`src/rtl/regfile_write_port_if.sv`:
```
// Write-request handshake between a writeback producer and the register-bank
// write port: valid/ready plus destination index and data.
interface regfile_write_port_if #(
   parameter int WIDTH = 16
);
   logic             wr_valid;
   logic             wr_ready;
   logic [3:0]       wr_addr;
   logic [WIDTH-1:0] wr_data;

   modport master (
      output wr_valid,
      output wr_addr,
      output wr_data,
      input  wr_ready
   );

   modport slave (
      input  wr_valid,
      input  wr_addr,
      input  wr_data,
      output wr_ready
   );
endinterface

```
`src/rtl/regfile_write_port.sv`:
```
// Write side of the 16-entry register bank: posted-write FIFO drained one entry
// per cycle, plus a 16-cycle clear sequencer that takes priority over draining.
module regfile_write_port #(
   parameter int WIDTH = 16,
   parameter int DEPTH = 4
) (
   input  logic                clk,
   input  logic                rst_n,
   regfile_write_port_if.slave wr_if,
   input  logic                clr_req,
   output logic                clr_busy,
   output logic [2:0]          wr_count,
   output logic                commit_valid,
   output logic [3:0]          commit_addr,
   output logic [WIDTH-1:0]    r0,
   output logic [WIDTH-1:0]    r1,
   output logic [WIDTH-1:0]    r2,
   output logic [WIDTH-1:0]    r3,
   output logic [WIDTH-1:0]    r4,
   output logic [WIDTH-1:0]    r5,
   output logic [WIDTH-1:0]    r6,
   output logic [WIDTH-1:0]    r7,
   output logic [WIDTH-1:0]    r8,
   output logic [WIDTH-1:0]    r9,
   output logic [WIDTH-1:0]    r10,
   output logic [WIDTH-1:0]    r11,
   output logic [WIDTH-1:0]    r12,
   output logic [WIDTH-1:0]    r13,
   output logic [WIDTH-1:0]    r14,
   output logic [WIDTH-1:0]    r15
);
   localparam int AW = $clog2(DEPTH);
   localparam int CW = $clog2(DEPTH + 1);

   typedef enum logic {IDLE, CLEAR} state_e;

   state_e           state_q, state_d;
   logic [3:0]       clr_idx_q, clr_idx_d;
   logic [AW-1:0]    wr_ptr_q, rd_ptr_q;
   logic [CW-1:0]    count_q, count_d;
   logic             commit_valid_q;
   logic [3:0]       commit_addr_q;

   logic [3:0]       fifo_addr_q [DEPTH];
   logic [WIDTH-1:0] fifo_data_q [DEPTH];

   logic             full, empty, push, pop, clr_we;
   logic [3:0]       head_addr;
   logic [WIDTH-1:0] head_data;
   logic [15:0]      bank_we;
   logic [WIDTH-1:0] bank_wdata;
   logic [WIDTH-1:0] bank [16];

   assign full          = (count_q == CW'(DEPTH));
   assign empty         = (count_q == '0);
   assign wr_if.wr_ready = !full;
   assign push          = wr_if.wr_valid && !full;
   assign head_addr     = fifo_addr_q[rd_ptr_q];
   assign head_data     = fifo_data_q[rd_ptr_q];

   // Queue storage carries no reset; only the pointers and count define validity.
   always_ff @(posedge clk) begin
      if (push) begin
         fifo_addr_q[wr_ptr_q] <= wr_if.wr_addr;
         fifo_data_q[wr_ptr_q] <= wr_if.wr_data;
      end
   end

   always_comb begin
      count_d = count_q;
      case ({push, pop})
         2'b10:   count_d = count_q + CW'(1);
         2'b01:   count_d = count_q - CW'(1);
         default: count_d = count_q;
      endcase
   end

   always_ff @(posedge clk or negedge rst_n) begin
      if (!rst_n) begin
         wr_ptr_q       <= '0;
         rd_ptr_q       <= '0;
         count_q        <= '0;
         state_q        <= IDLE;
         clr_idx_q      <= '0;
         commit_valid_q <= 1'b0;
         commit_addr_q  <= '0;
      end else begin
         if (push) wr_ptr_q <= wr_ptr_q + AW'(1);
         if (pop)  rd_ptr_q <= rd_ptr_q + AW'(1);
         count_q        <= count_d;
         state_q        <= state_d;
         clr_idx_q      <= clr_idx_d;
         commit_valid_q <= pop;
         if (pop) commit_addr_q <= head_addr;
      end
   end

   // A clear request in IDLE wins over a pending drain for that cycle.
   always_comb begin
      state_d   = state_q;
      clr_idx_d = clr_idx_q;
      pop       = 1'b0;
      clr_we    = 1'b0;
      case (state_q)
         IDLE: begin
            if (clr_req) begin
               state_d   = CLEAR;
               clr_idx_d = '0;
            end else if (!empty) begin
               pop = 1'b1;
            end
         end
         CLEAR: begin
            clr_we    = 1'b1;
            clr_idx_d = clr_idx_q + 4'd1;
            if (clr_idx_q == 4'd15) state_d = IDLE;
         end
         default: state_d = IDLE;
      endcase
   end

   assign bank_wdata = pop ? head_data : '0;

   generate
      for (genvar gi = 0; gi < 16; gi++) begin : g_bank
         logic [WIDTH-1:0] reg_q;

         assign bank_we[gi] = (pop && (head_addr == 4'(gi))) ||
                              (clr_we && (clr_idx_q == 4'(gi)));

         always_ff @(posedge clk or negedge rst_n) begin
            if (!rst_n)           reg_q <= '0;
            else if (bank_we[gi]) reg_q <= bank_wdata;
         end

         assign bank[gi] = reg_q;
      end
   endgenerate

   assign clr_busy     = (state_q == CLEAR);
   assign wr_count     = 3'(count_q);
   assign commit_valid = commit_valid_q;
   assign commit_addr  = commit_addr_q;

   assign r0  = bank[0];
   assign r1  = bank[1];
   assign r2  = bank[2];
   assign r3  = bank[3];
   assign r4  = bank[4];
   assign r5  = bank[5];
   assign r6  = bank[6];
   assign r7  = bank[7];
   assign r8  = bank[8];
   assign r9  = bank[9];
   assign r10 = bank[10];
   assign r11 = bank[11];
   assign r12 = bank[12];
   assign r13 = bank[13];
   assign r14 = bank[14];
   assign r15 = bank[15];
endmodule

```
`src/flat_wrapper.sv`:
```
// flat-port wrapper written by rule: the top's interface ports become plain ports
module regfile_write_port_flat 
#(
   parameter int WIDTH = 16,
   parameter int DEPTH = 4
)
  (clk, rst_n, clr_req, clr_busy, wr_count, commit_valid, commit_addr, r0, r1, r2, r3, r4, r5, r6, r7, r8, r9, r10, r11, r12, r13, r14, r15, wr_if_wr_valid, wr_if_wr_addr, wr_if_wr_data, wr_if_wr_ready);
  regfile_write_port_if #(.WIDTH(WIDTH)) wr_if_i ();
  input  logic clk;
  input  logic rst_n;
  input  logic clr_req;
  output logic clr_busy;
  output logic [2:0] wr_count;
  output logic commit_valid;
  output logic [3:0] commit_addr;
  output logic [WIDTH-1:0] r0;
  output logic [WIDTH-1:0] r1;
  output logic [WIDTH-1:0] r2;
  output logic [WIDTH-1:0] r3;
  output logic [WIDTH-1:0] r4;
  output logic [WIDTH-1:0] r5;
  output logic [WIDTH-1:0] r6;
  output logic [WIDTH-1:0] r7;
  output logic [WIDTH-1:0] r8;
  output logic [WIDTH-1:0] r9;
  output logic [WIDTH-1:0] r10;
  output logic [WIDTH-1:0] r11;
  output logic [WIDTH-1:0] r12;
  output logic [WIDTH-1:0] r13;
  output logic [WIDTH-1:0] r14;
  output logic [WIDTH-1:0] r15;
  input wire logic [$bits(wr_if_i.wr_valid)-1:0] wr_if_wr_valid;
  input wire logic [$bits(wr_if_i.wr_addr)-1:0] wr_if_wr_addr;
  input wire logic [$bits(wr_if_i.wr_data)-1:0] wr_if_wr_data;
  output wire logic [$bits(wr_if_i.wr_ready)-1:0] wr_if_wr_ready;
  assign wr_if_i.wr_valid = wr_if_wr_valid;
  assign wr_if_i.wr_addr = wr_if_wr_addr;
  assign wr_if_i.wr_data = wr_if_wr_data;
  assign wr_if_wr_ready = wr_if_i.wr_ready;
  regfile_write_port #(.WIDTH(WIDTH), .DEPTH(DEPTH)) u_core (.clk(clk), .rst_n(rst_n), .wr_if(wr_if_i), .clr_req(clr_req), .clr_busy(clr_busy), .wr_count(wr_count), .commit_valid(commit_valid), .commit_addr(commit_addr), .r0(r0), .r1(r1), .r2(r2), .r3(r3), .r4(r4), .r5(r5), .r6(r6), .r7(r7), .r8(r8), .r9(r9), .r10(r10), .r11(r11), .r12(r12), .r13(r13), .r14(r14), .r15(r15));
endmodule
```
`config.mk`:
```
export PLATFORM = sky130hd
export DESIGN_NAME = regfile_write_port_flat
export DESIGN_NICKNAME = d
export VERILOG_FILES = /design/src/rtl/regfile_write_port_if.sv /design/src/rtl/regfile_write_port.sv /design/src/flat_wrapper.sv
export SDC_FILE = /design/constraint.sdc
export NUM_CORES = 1
export LEC_CHECK = 0
export BUFFER_PORTS_ARGS = -buffer_cell sky130_fd_sc_hd__buf_4
export CORE_UTILIZATION = 55
export DETAILED_ROUTE_END_ITERATION = 16
export PLACE_DENSITY = 0.81
export RECOVER_POWER = 100
export SETUP_SLACK_MARGIN = 0.5
export SLEW_MARGIN = 20
export SYNTH_ARGS = -nofsm -noshare
export SYNTH_HDL_FRONTEND = slang
export SYNTH_SLANG_ARGS = --single-unit
export TNS_END_PERCENT = 1
```
`constraint.sdc`:
```
create_clock -name clk -period 7.48 [get_ports clk]
set_input_delay 0.374 -clock clk [delete_from_list [all_inputs] [get_ports clk]]
set_output_delay 0.374 -clock clk [all_outputs]
set_load 0.05 [all_outputs]
```
**Yosys cells after proc, flatten, opt, wreduce, memory -nomap -nowiden**

Memories as Yosys holds them, arrays and structs flattened.
Index checks and enable logic that the tools add are counted.

- Add/sub/neg operators: 5
- Multiply operators: 0
- Divide/modulo/power cells: 0
- Magnitude comparators: 0
- Equal/unequal tests: 34
- Shifts and indexed selects: 0
- Multiplexer cells: 13
- Bitwise logic cells: 1
- Reduce and logical (&&, ||, !) cells: 54

Operator list:

| operator | count |
|---|---|
| == test 4 bit (second input constant) | 16 |
| logical AND 1 bit | 33 |
| == test 4 x 3 -> 1 bit (second input constant) | 8 |
| == test 4 x 2 -> 1 bit (second input constant) | 4 |
| logical OR 1 bit | 16 |
| 2-to-1 mux 16 bit | 1 |
| == test 4 x 1 -> 1 bit (second input constant) | 2 |
| logical NOT 4 bit | 2 |
| 2-to-1 mux 1 bit | 8 |
| one-hot mux 4 bit (2 select lines) | 1 |
| one-hot mux 3 bit (2 select lines) | 1 |
| adder 2 x 1 -> 2 bit (second input constant) | 2 |
| adder 4 x 1 -> 4 bit (second input constant) | 1 |
| 2-to-1 mux 4 bit | 1 |
| adder 3 x 1 -> 3 bit (second input constant) | 1 |
| == test 3 bit (second input constant) | 1 |
| logical NOT 3 bit | 1 |
| subtractor 3 x 1 -> 3 bit (second input constant) | 1 |
| == test 2 x 1 -> 1 bit (second input constant) | 1 |
| == test 2 bit (second input constant) | 1 |
| inequality test 2 bit (second input constant) | 1 |
| one-hot mux 1 bit (2 select lines) | 1 |
| nonzero test 2 bit | 1 |
| logical NOT 1 bit | 1 |
| inverter 1 bit | 1 |

- Bits in registers: 273
- Latch bits: 0
- Bits in writable memories: 80
- Memory bits (read-only): 0
- Input bits: 24
- Output and inout port bits: 266
- Word-level logic and storage cells: 132
- Memories kept: 2

Memory list:

| name | words | bits a word | read ports | clocked after memory_dff | write ports | line | RTL |
|---|---|---|---|---|---|---|---|
| u_core.fifo_data_q | 4 | 16 | 1 | 0 | 1 | regfile_write_port.sv:45 | `logic [WIDTH-1:0] fifo_data_q [DEPTH];` |
| u_core.fifo_addr_q | 4 | 4 | 1 | 0 | 1 | regfile_write_port.sv:44 | `logic [3:0] fifo_addr_q [DEPTH];` |

**Longest topological paths before layout**

Gate-level depths: netlist of run 1.

- Word-level depth: 6
- Gate-level depth with buffers: 10
- Mapped depth without buffers: 10

**Worst setup path after synthesis of run 1**

No wires, ideal clock.

- Path type: flip-flop to flip-flop
- Start: register u_core.count_q[2] (netlist: u_core.wr_count[2])
- End: register u_core.count_q[2] (netlist: u_core.wr_count[2])
- Library setup time: 0.082 ns
- Arrival: 2.646 ns
- Slack: 4.752 ns
- Cell stages (with the launch flop): 10
- Period minus slack after synthesis: 2.728 ns
- Path through: dfrtp_1 > nand3_1 > and2_1 > inv_1 > ha_1 > inv_1 > fa_1 > xor2_1 > nor2_1 > xor2_1

- Elaborated cells on any way between the ends: 13
- Classes of those cells: 2 x add/sub; 3 x eq/ne; 4 x mux; 4 x reduce/logical

RTL lines:

| what | line | RTL |
|---|---|---|
| from (decl) | regfile_write_port.sv:40 | `logic [CW-1:0] count_q, count_d;` |
| from (signal assigned) | regfile_write_port.sv:90 | `count_q <= count_d;` |
| == test 3 bit * | regfile_write_port.sv:54 | `assign full = (count_q == CW'(DEPTH));` |
| logical NOT 1 bit * | n/a |  |
| via wr_if_wr_ready | flat_wrapper.sv:35 | `output wire logic [$bits(wr_if_i.wr_ready)-1:0] wr_if_wr_ready;` |
| logical AND 1 bit * | regfile_write_port.sv:57 | `assign push = wr_if.wr_valid && !full;` |
| == test 2 x 1 -> 1 bit / == test 2 bit (equally long branches) | regfile_write_port.sv:71 | `case ({push, pop})` |
| one-hot mux 3 bit (2 select lines) / nonzero test 2 bit (equally long branches) | n/a |  |

The timed path passes the listed nets; every way through them passes the cells marked *.
A chain may end at the register's enable or synchronous reset.

**Final worst setup path of run 1**

- Start: register u_core.rd_ptr_q[1]
- End: register u_core.g_bank[6].reg_q[10] (netlist: u_core.r6[10])

- Longest elaborated chain between the ends: 4
- Elaborated cells on any way between the ends: 6
- Classes of those cells: 1 x eq/ne; 1 x mux; 2 x reduce/logical; 2 x memory

Ends and longest elaborated chain:

| what | line | RTL |
|---|---|---|
| from (decl) | regfile_write_port.sv:39 | `logic [AW-1:0] wr_ptr_q, rd_ptr_q;` |
| from (signal assigned) | regfile_write_port.sv:89 | `if (pop) rd_ptr_q <= rd_ptr_q + AW'(1);` |
| memory read (4 x 4 bit) | n/a |  |
| == test 4 x 3 -> 1 bit | regfile_write_port.sv:128 | `assign bank_we[gi] = (pop && (head_addr == 4'(gi))) \|\|` |
| logical AND 1 bit | regfile_write_port.sv:128 |  |
| logical OR 1 bit | regfile_write_port.sv:128 |  |
| to (signal assigned) | regfile_write_port.sv:133 | `else if (bank_we[gi]) reg_q <= bank_wdata;` |
| to (decl) | regfile_write_port.sv:126 | `logic [WIDTH-1:0] reg_q;` |

Several ways; a longest one is shown, not always the timed one.

==> flow_metrics.tcl, run 1 <==
set metrics [dict create \
    max_slew_margin -1.983 \
    hold_viol_final 0 \
    synth_edf_count 80 \
    syn-num-nets 906 \
    rows 56 \
    post-place-ws_ns 3.873 \
    drc 0 \
    largest-register "u_core.fifo_data_q" \
    final_cells 1498 \
    dp.cells 1433 \
    routed-via-count 9466 \
    crit_type "flop to flop" \
    nFillCells 1925 \
    final_nets 1188 \
    cpMaxStageDelayCell "clkbuf_1" \
    finalWeightedCongestion 0.8066 \
    synth.avg_cell_area_um2 15.35 \
    start_util 0.5654 \
    worstSetupEndpointType "flop" \
    holdWs_ns 0.1284 \
    ys_warn_count 0 \
    ys_seq_area_frac 0.6897 \
    tritoncts.num_buffers 36 \
    cts_root_buffer "clkbuf_16" \
    synth_seq_cells 353 \
    path_cells "mux4_2 > nor4b_1 > clkbuf_1 > a22oi_2 > a22o_1" \
    syn_to_final_growth_pct 17.85 \
    netlist_area_um2 13390 \
    syn_inst 872 \
    ios 290 \
    grt_max_degree 193 \
    fin_ws_ns 2.225 \
    tightest_slew_ns 4.475 \
    clk_pin_slew_ns 0.06 \
    violations "max-capacitance violations, max-slew violations" \
    synth_flop_cell "dfrtp_1" \
    crit_required_ns 7.86 \
    ff_latch_area_um2 9234 \
    setup_viol 0 \
    postRouteAntennaNets 0 \
    power.density_nw_per_um2 331.3 \
    cts_max_path_buffers 3 \
    rsz0062_at_grt "no" \
    dieArea_um2 24970 \
    design_area_um2 15780 \
    critPathMaxStageDelay_ns 1.91 \
    multi_input_area_um2 3667 \
    cp.arrival_ns 5.63 \
    drt_iter0_drc 906 \
    grt_remaining_overflow 0 \
    clock_latency_ns 0.51 \
    post-route-min-period_ns 5.255 \
    grt_pass1_vias 9198 \
    n_antenna_cell 0 \
    finClkSkew_ns 0.01588 \
    h-tree-depth 2 \
    antenna_found_initial 0 \
    wire_per_inst_um 25.76 \
    largest_reg_flops 64 \
    drive_above_1_share 0.07718 \
    cts_setup_buffers 0 \
    placed_area_um2 15780 \
    power_mw 5.228 \
    synth_cell_types 38 \
    period_share 0.7025 \
    grt_pass1_wl_um 56370 \
    cts.sinks 353 \
    cp-start-kind "flop" \
    die_h_um 158.0 \
    tritoncts "yes" \
    routed_via_density 6.319 \
    drtPass1Iterations 5 \
    ir_drop_mv 0.2261 \
    max_cap_violations 5 \
    p_leak_nw 6.873 \
    drv_slew 225 \
    grt.total_usage 0.3093 \
    design.core.area_um2 23680 \
    die_w_um 158.0 \
    hp-class "input pin to flop" \
    dpl.hpwl_um 24850 \
    status "finished, violations left" \
    drt_wl_total_um 38590 \
    post-route-util 0.6663 \
    synthArstFlopShare 0.7734 \
    worstPathMaxFanout 47 \
    fin_tns_setup_ns 0 \
    clock.fmax_ghz 0.1903 \
    io_buffers 289 \
]
[path summary, 6_finish.rpt]
kind	from	end	slack (ns)	cells past startpoint
max	u_core.rd_ptr_q[1]$_DFFE_PN0P_	u_core.r6[10]$_DFFE_PN0P_	2.22	5
min	wr_if_wr_data[2]	u_core.fifo_data_q[3][2]$_DFFE_PP_	0.13	1
max reg2reg	u_core.rd_ptr_q[1]$_DFFE_PN0P_	u_core.r6[10]$_DFFE_PN0P_	2.22	5
min reg2reg	u_core.r1[9]$_DFFE_PN0P_	u_core.r1[9]$_DFFE_PN0P_	0.50	1
max in group asynchronous	rst_n	u_core.commit_addr[1]$_DFFE_PN0P_	2.94	2
min in group asynchronous	rst_n	u_core.r5[9]$_DFFE_PN0P_	2.02	2
[area by class of cell]
| cell class | instances | area share |
|---|---|---|
| inverters | 17 | 0.004044 |
| multi-input cells | 439 | 0.2324 |
| clock inverters | 8 | 0.007137 |
| well taps | 319 | 0.02530 |
| repair buffers | 307 | 0.07787 |
| flip-flops and latches | 353 | 0.5852 |
| clock buffers | 55 | 0.06804 |
[layout by cell type, fill, tap and decap left out, drive strengths merged, types with 10 or more instances in the layout]
master  count
dfrtp     273
a22oi      13
inv        17
mux4       20
edfxtp     80
nor2       71
a22o      249
clkbuf    351
nand3      18
buf        10
[synth_stat cells, drive strengths merged, types with 2 or more instances]
cell    count  area share
nor3b       2      0.0011
or2         2     0.00093
nand3      18      0.0067
mux2        6      0.0050
a21oi       3      0.0022
a22o      249        0.16
o21ai       2     0.00075
dfrtp     273        0.51
and4        2      0.0013
nor3        2     0.00075
and3        5      0.0023
edfxtp     80        0.18
nand2b      2     0.00093
nand2       6      0.0017
nor2b       2     0.00093
mux2i       9      0.0067
buf        47       0.020
a22oi      13       0.011
nor4b       2      0.0036
clkbuf     16      0.0045
xor2        4      0.0026
and2        2     0.00093
nor2       71       0.020
inv        17      0.0048
xnor2       4      0.0026
ha          9      0.0084
mux4       20       0.034
[power by group]
part	switching, mW	total, mW	internal (mW)
Combinational	0.843	1.15	0.305
Clock	0.703	1.79	1.09
Sequential	0.136	2.29	2.15
[kinds of logic after synthesis]
family	Yosys count	synth area share
DFF	353	0.6897
xor gates and xnor gates	8	0.005233
adders and majority gates	10	0.009906
buffers and inverters	80	0.02925
muxes	35	0.04542
and+or+nand+nor	119	0.04383
AOI/OAI and AO/OA	267	0.1767
[critical path, delay by kind of cell (launching register included)]
family	cells	cell delay [ns]
buffers and inverters	1	1.91
AND/OR/NAND/NOR	1	0.39
multiplexers	1	0.48
AO/OA/AOI/OAI	2	1.36
flip-flops	1	0.97
[timing repair]
| action | CTS | global route |
|---|---|---|
| endpoints found under the hold margin | 81 | 0 |
| hold buffers | 1 | 0 |
| gates resized for setup | 0 | 0 |
| endpoints found under the setup margin | 0 | 0 |
[per-layer routing]
metal / wire length (um) / global-route usage
met2: 18730 / 0.5012
met4: 1455 / 0.1145
met1: 14630 / 0.4142
met5: 0 / 0
met3: 3778 / 0.06570
No activity file was read; power rests on OpenSTA's default activity.
==> run 2, diff against run 1 <==
CORE_UTILIZATION = 49   (was 55)
PLACE_DENSITY = 0.76   (was 0.81)
clock period = 4.2 ns   (was 7.48 ns; I/O delays follow)
==> run 2 against run 1 <==
  * The run still ends with max-capacitance violations, max-slew violations left
  * Fmax increased by 62%
  * Count of clock-buffer cells in the layout is the same
  * Register-to-register slack worse by 1.3 ns
  * Global-route usage down 2.8 points
  * Sequential power grew 76%
  * Critical path type unchanged
  * First-iteration DRC count is 2.4% lower
  * Power up 82%
  * Clock power up 82%
  * Critical path depth stayed put
  * Combinational power rose by 93%
  * Sequential cell count did not move
  * Clock skew is 0.0018 ns lower
==> flow_metrics.tcl, run 2 (synthesized netlist as in run 1, its figures left out) <==
set metrics [dict create \
    crit_family "compound AO/OA/AOI/OAI gates" \
    worstSetupEndpointType "flop" \
    syn_to_final_growth_pct 20.88 \
    grt_pass1_wl_um 59450 \
    status "finished, violations left" \
    clock.fmax_ghz 0.3074 \
    drt_iter0_drc 884 \
    p_sw_frac 0.3317 \
    finalWeightedCongestion 0.8349 \
    largest_reg_flops 64 \
    clock_latency_ns 0.51 \
    postRouteAntennaNets 0 \
    cp.arrival_ns 3.70 \
    design.core.area_um2 26880 \
    p_seq_frac 0.425 \
    drtPass1Iterations 6 \
    power.density_nw_per_um2 587.0 \
    crit_type "flop to flop" \
    fin_tns_setup_ns 0 \
    final_nets 1222 \
    io_buffers 289 \
    power.switching_mw 3.151 \
    routed-via-count 9564 \
    finClkSkew_ns 0.01412 \
    drc 0 \
    ios 290 \
    p_leak_nw 7.086 \
    holdWs_ns 0.1372 \
    cts-resized-gates 0 \
    hp-start "wr_if_wr_valid" \
    grt_pass1_vias 9366 \
    wl_met3_um 3129 \
    wl_met1_um 16560 \
    combPwrFrac 0.233 \
    top_layer "met4" \
    drive_above_1_share 0.09158 \
    hold_viol_final 0 \
    power_mw 9.500 \
    n_antenna_cell 0 \
    wl_met2_um 18800 \
    dieArea_um2 27990 \
    dpl.hpwl_um 25780 \
    rows 60 \
    hp-class "input pin to flop" \
    critPathMaxStageDelay_ns 1.13 \
    die_h_um 167.3 \
    antenna_found_initial 0 \
    p_clk_frac 0.342 \
    holdBufCountCts 21 \
    path_buf_inv 1 \
    rsz0062_at_grt "no" \
    wire_per_inst_um 25.60 \
    cts_max_path_buffers 3 \
    power.internal_mw 6.349 \
    largest-register "u_core.fifo_data_q" \
    tritoncts.num_buffers 38 \
    layout_commonest_cell "clkbuf_1" \
    violations "max-capacitance violations, max-slew violations" \
    most-common-layout-cells "clkbuf_1, dfrtp_1, a22o_1" \
    worstReg2RegStart "u_core.rd_ptr_q[1]$_DFFE_PN0P_" \
    clk_pin_slew_ns 0.06 \
    grt_remaining_overflow 0 \
    grt.total_usage 0.2810 \
    setup_viol 0 \
    grt_max_degree 137 \
    cts.sinks 353 \
    crit_required_ns 4.65 \
    period_share 0.7744 \
    post-route-min-period_ns 3.253 \
    drt_wl_total_um 39760 \
    h-tree-depth 2 \
    max_slew_margin -0.4346 \
    die_w_um 167.3 \
    cp-start-kind "flop" \
    crit_start "u_core.rd_ptr_q[1]$_DFFE_PN0P_" \
    tritoncts "yes" \
    tightest_slew_ns 2.152 \
    ir_drop_mv 0.5662 \
    drv_slew 51 \
    cts_setup_buffers 0 \
    worstPathMaxFanout 16 \
    path_cells "clkbuf_1 > mux4_2 > and2_0 > a22oi_1 > a22o_1" \
    cpMaxStageDelayCell "a22oi_1" \
    max_cap_violations 1 \
    cts_root_buffer "clkbuf_16" \
    start_util 0.4982 \
    routed_via_density 6.158 \
]
[run 2: cell types whose count changed in the layout (fill, tap and decap cells not counted), sizes merged]
cell	previous run	this run
buf	10	23
bufinv	3	2
clkbuf	351	350
clkinv	5	2
clkinvlp	0	2
dlygate4sd3	1	21
inv	17	20
[run 2: cell type report]
type / instances / area (um2)
Fill cell: 2209 / 10690
Sequential cell: 353 / 9234
Multi-Input combinational cell: 439 / 3739
Timing Repair Buffer: 339 / 1524
Clock buffer: 55 / 1086
Tap cell: 341 / 426.7
Clock inverter: 9 / 111.4
Inverter: 17 / 63.81
[run 2: final timing paths]
kind	to	slack, ns	cells after the start
worst max-delay path	u_core.r10[5]$_DFFE_PN0P_	0.95	5
worst min-delay path	u_core.wr_ptr_q[0]$_DFFE_PN0P_	0.14	3
worst max register to register	u_core.r10[5]$_DFFE_PN0P_	0.95	5
worst min register to register	u_core.r1[11]$_DFFE_PN0P_	0.50	1
max in group asynchronous	u_core.r0[1]$_DFFE_PN0P_	1.42	4
min in group asynchronous	u_core.r10[11]$_DFFE_PN0P_	0.88	2
[run 2: power by group through the flow]
stage / sequential [mW] / combinational [mW] / clock, mW
global placement: 4.08 / 2.30 / 0
finish: 4.03 / 2.22 / 3.25
floorplan: 4.36 / 1.29 / 0
CTS: 4.03 / 2.35 / 3.28
detailed placement: 4.09 / 2.33 / 0
global route: 4.06 / 2.36 / 3.42
[run 2: worst register-to-register path: cells and delay by family (launching register included)]
family	cells	cell delay [ns]
AOI/OAI and AO/OA	2	1.41
DFF	1	0.62
muxes	1	0.51
buffers and inverters	1	0.37
and+or+nand+nor	1	0.28
[run 2: through the flow]
step / setup slack, ns / instance area [um2] / instances / util
2_1_floorplan: 1.472 / 13390 / 872 / -
3_3_place_gp: 1.511 / 15890 / 1467 / 0.5912
3_5_place_dp: 1.481 / 15890 / 1467 / 0.5912
4_1_cts: 1.466 / 17300 / 1552 / 0.6436
5_1_grt: 0.6877 / 16180 / 1553 / 0.6022
6_report: 0.9474 / 16180 / 1553 / 0.6022
[run 2: per-layer routing]
layer | vias up | track usage
li1 | 3975 | -
met1 | 4990 | 0.3936
met2 | 513 | 0.4422
met3 | 86 | 0.05412
met4 | 0 | 0.09813
met5 | - | 0
==> run 3, diff against run 2 <==
ABC_AREA = 1   (was default)
CORE_UTILIZATION = 50   (was 49)
clock period = 2.7 ns   (was 4.2 ns; I/O delays follow)
==> run 3 against run 2 <==
  * The flow still finishes with violations (max-capacitance violations, max-slew violations)
  * Sequential share of layout area is 4.1 points lower
  * Combinational power grew to 4.5 times the previous value
  * First-iteration DRC count increased by 40%
  * Final cell count increased by 42%
  * Fmax is 40% higher
  * Critical endpoint is now u_core.r2[15]$_DFFE_PN0P_
  * Largest cell class unchanged
==> flow_metrics.tcl, run 3 <==
set metrics [dict create \
    synth.avg_cell_area_um2 9.858 \
    drv_slew 76 \
    rows 62 \
    finalWeightedCongestion 0.8416 \
    cp-start-kind "flop" \
    placed_area_um2 17200 \
    p_seq_frac 0.350 \
    design.core.area_um2 28860 \
    status "finished, violations left" \
    grt_pass1_vias 11550 \
    crit_required_ns 3.15 \
    drive_above_1_share 0.08758 \
    synth_most_common_cell "nand2_1" \
    power.density_nw_per_um2 1305 \
    max_slew_margin -0.3161 \
    synth_cell_types 29 \
    synth_area_leaders "dfrtp_1, edfxtp_1, nand2_1, nand3_1, nand2_4" \
    dp.cells 2121 \
    critPathMaxStageDelay_ns 0.49 \
    crit_type "flop to flop" \
    crit_top_cell "nand2_1" \
    nFillCells 2657 \
    cts.sinks 353 \
    ios 290 \
    final_cells 2211 \
    clock_latency_ns 0.52 \
    syn_inst 1492 \
    post-route-util 0.6043 \
    drt_iter0_drc 1236 \
    io_buffers 289 \
    grt.total_usage 0.2970 \
    fin_ws_ns 0.3697 \
    worstSetupEndpointType "flop" \
    layout_commonest_cell "nand2_1" \
    h-tree-depth 2 \
    setup_viol 0 \
    p_clk_frac 0.215 \
    finClkSkew_ns 0.01472 \
    drtPass1Iterations 5 \
    p_leak_nw 8.738 \
    drt_wl_total_um 45290 \
    ir_drop_mv 0.6438 \
    grt_use_met1 0.3982 \
    grt_pass1_wl_um 68450 \
    final_nets 1833 \
    cp.arrival_ns 2.78 \
    synth_edf_count 80 \
    tritoncts.num_buffers 37 \
    ys_warn_count 0 \
    grt_remaining_overflow 0 \
    cts_setup_buffers 0 \
    violations "max-capacitance violations, max-slew violations" \
    largest-register "u_core.fifo_data_q" \
    design_area_um2 17440 \
    routed-via-count 12310 \
    postRouteAntennaNets 0 \
    synth_flop_cell "dfrtp_1" \
    synth_common_cells "nand2_1, dfrtp_1, nand3_1, edfxtp_1, nor2_1" \
    syn-num-nets 1526 \
    fin_tns_setup_ns 0 \
    most-common-layout-cells "nand2_1, clkbuf_1, dfrtp_1" \
    cts_root_buffer "clkbuf_16" \
    path_cells "clkinv_1 > nand2_1 > a21oi_4 > buf_4 > nand2_1 > nor2_8 > nand2_4 > nand2_4 > nand2_1 > nand2_1" \
    die_w_um 173.5 \
    grt.busiest_layer "met2" \
    netlist_area_um2 14710 \
    wire_per_inst_um 20.48 \
    path_buf_inv 2 \
    post-place-ws_ns 0.5969 \
    post-route-min-period_ns 2.330 \
    antenna_found_initial 0 \
    dieArea_um2 30110 \
    p_sw_frac 0.4885 \
    n_antenna_cell 0 \
    largest_reg_flops 64 \
    rsz0062_at_grt "yes" \
    clk_pin_slew_ns 0.06 \
    clock.fmax_ghz 0.4291 \
    tightest_slew_ns 1.974 \
    cpMaxStageDelayCell "dfrtp_1" \
    yosysTopAreaCell "dfrtp_1" \
    syn_to_final_growth_pct 18.57 \
    start_util 0.5097 \
    drc 0 \
    synth_top_area_frac 0.4645 \
    dpl.hpwl_um 29280 \
    synthArstFlopShare 0.7734 \
    power.switching_mw 11.12 \
    grtUsageMet3 0.04561 \
    combPwrFrac 0.434 \
    routed_via_density 5.568 \
    tritoncts "yes" \
    ys_seq_area_frac 0.6278 \
    synth_seq_cells 353 \
    crit_family "simple AND/OR/NAND/NOR gates" \
    die_h_um 173.5 \
    power.internal_mw 11.64 \
    use_met2 0.4935 \
    hold_viol_final 0 \
    cts_max_path_buffers 3 \
    period_share 0.8631 \
    worstPathMaxFanout 17 \
    grt_max_degree 78 \
    max_cap_violations 1 \
    hp-class "input pin to flop" \
]
run 3: cell types whose count changed after synthesis, sizes merged, moves of 6 or more:
cell    before  now
nand2        6  599
clkbuf      16   22
a21oi        3   21
a22oi       13    0
inv         17   27
mux2i        9    0
nand3       18  266
buf         47   57
a22o       249    0
o21ai        2   38
mux4        20    0
nor2        71   88
mux2         6    0
run 3: area by class of cell:
cell class | count | area, um2 | area share
multi-input cells | 1032 | 4843 | 0.2777
flip-flops and latches | 353 | 9238 | 0.5297
clock inverters | 9 | 71.32 | 0.004090
well taps | 384 | 480.5 | 0.02755
clock buffers | 58 | 1097 | 0.06292
repair buffers | 347 | 1599 | 0.09169
inverters | 28 | 110.1 | 0.006314
run 3: final timing paths:
check | cells past startpoint | slack (ns) | from | to
worst max-delay path | 10 | 0.37 | u_core.clr_busy$_DFF_PN0_ | u_core.r2[15]$_DFFE_PN0P_
worst min-delay path | 2 | 0.42 | wr_if_wr_data[14] | u_core.fifo_data_q[3][14]$_DFFE_PP_
worst max register to register | 10 | 0.37 | u_core.clr_busy$_DFF_PN0_ | u_core.r2[15]$_DFFE_PN0P_
worst min register to register | 1 | 0.49 | u_core.commit_addr[3]$_DFFE_PN0P_ | u_core.commit_addr[3]$_DFFE_PN0P_
max in group asynchronous | 3 | 0.58 | rst_n | u_core.r14[1]$_DFFE_PN0P_
min in group asynchronous | 2 | 0.72 | rst_n | u_core.r13[8]$_DFFE_PN0P_
run 3: per-stage QoR:
step	power (mW)	hold slack (ns)
2_1_floorplan	15.50	-0.1606
3_3_place_gp	18.78	0.1509
3_5_place_dp	19.00	0.1519
4_1_cts	23.94	0.2106
5_1_grt	23.71	0.4448
6_report	22.76	0.4240
run 3: cells by family after synthesis:
group	after synthesis	share of synthesized area
fa+ha+maj	10	0.009018
compound gates	64	0.02773
buf+inv	107	0.03998
simple gates	954	0.2931
xor+xnor	4	0.002382
flops	353	0.6278
run 3: layer usage:
layer	share of wire	vias to the layer above
met2	0.49	684
met4	0.035	0
li1	-	5493
met5	0	-
met1	0.40	6034
met3	0.081	100
run 3: repair_timing:
item	4_1_cts	5_1_grt
hold endpoints to repair	155	0
setup endpoints to repair	0	147
resized for setup	0	7
hold buffers	23	0
run 3: power by group through the flow:
stage | Sequential, mW | Combinational [mW] | Clock, mW
5_1_grt | 8.10 | 10.4 | 5.17
3_5_place_dp | 8.05 | 10.9 | 0
3_3_place_gp | 8.02 | 10.8 | 0
6_report | 7.98 | 9.88 | 4.90
4_1_cts | 7.96 | 11.0 | 4.96
2_1_floorplan | 12.0 | 3.55 | 0
run 3: worst reg2reg max path, delay by kind of cell (launching register included):
family / cells / cell delay (ns)
buf+inv: 2 / 0.34
compound gates: 1 / 0.22
flops: 1 / 0.49
simple gates: 7 / 1.22
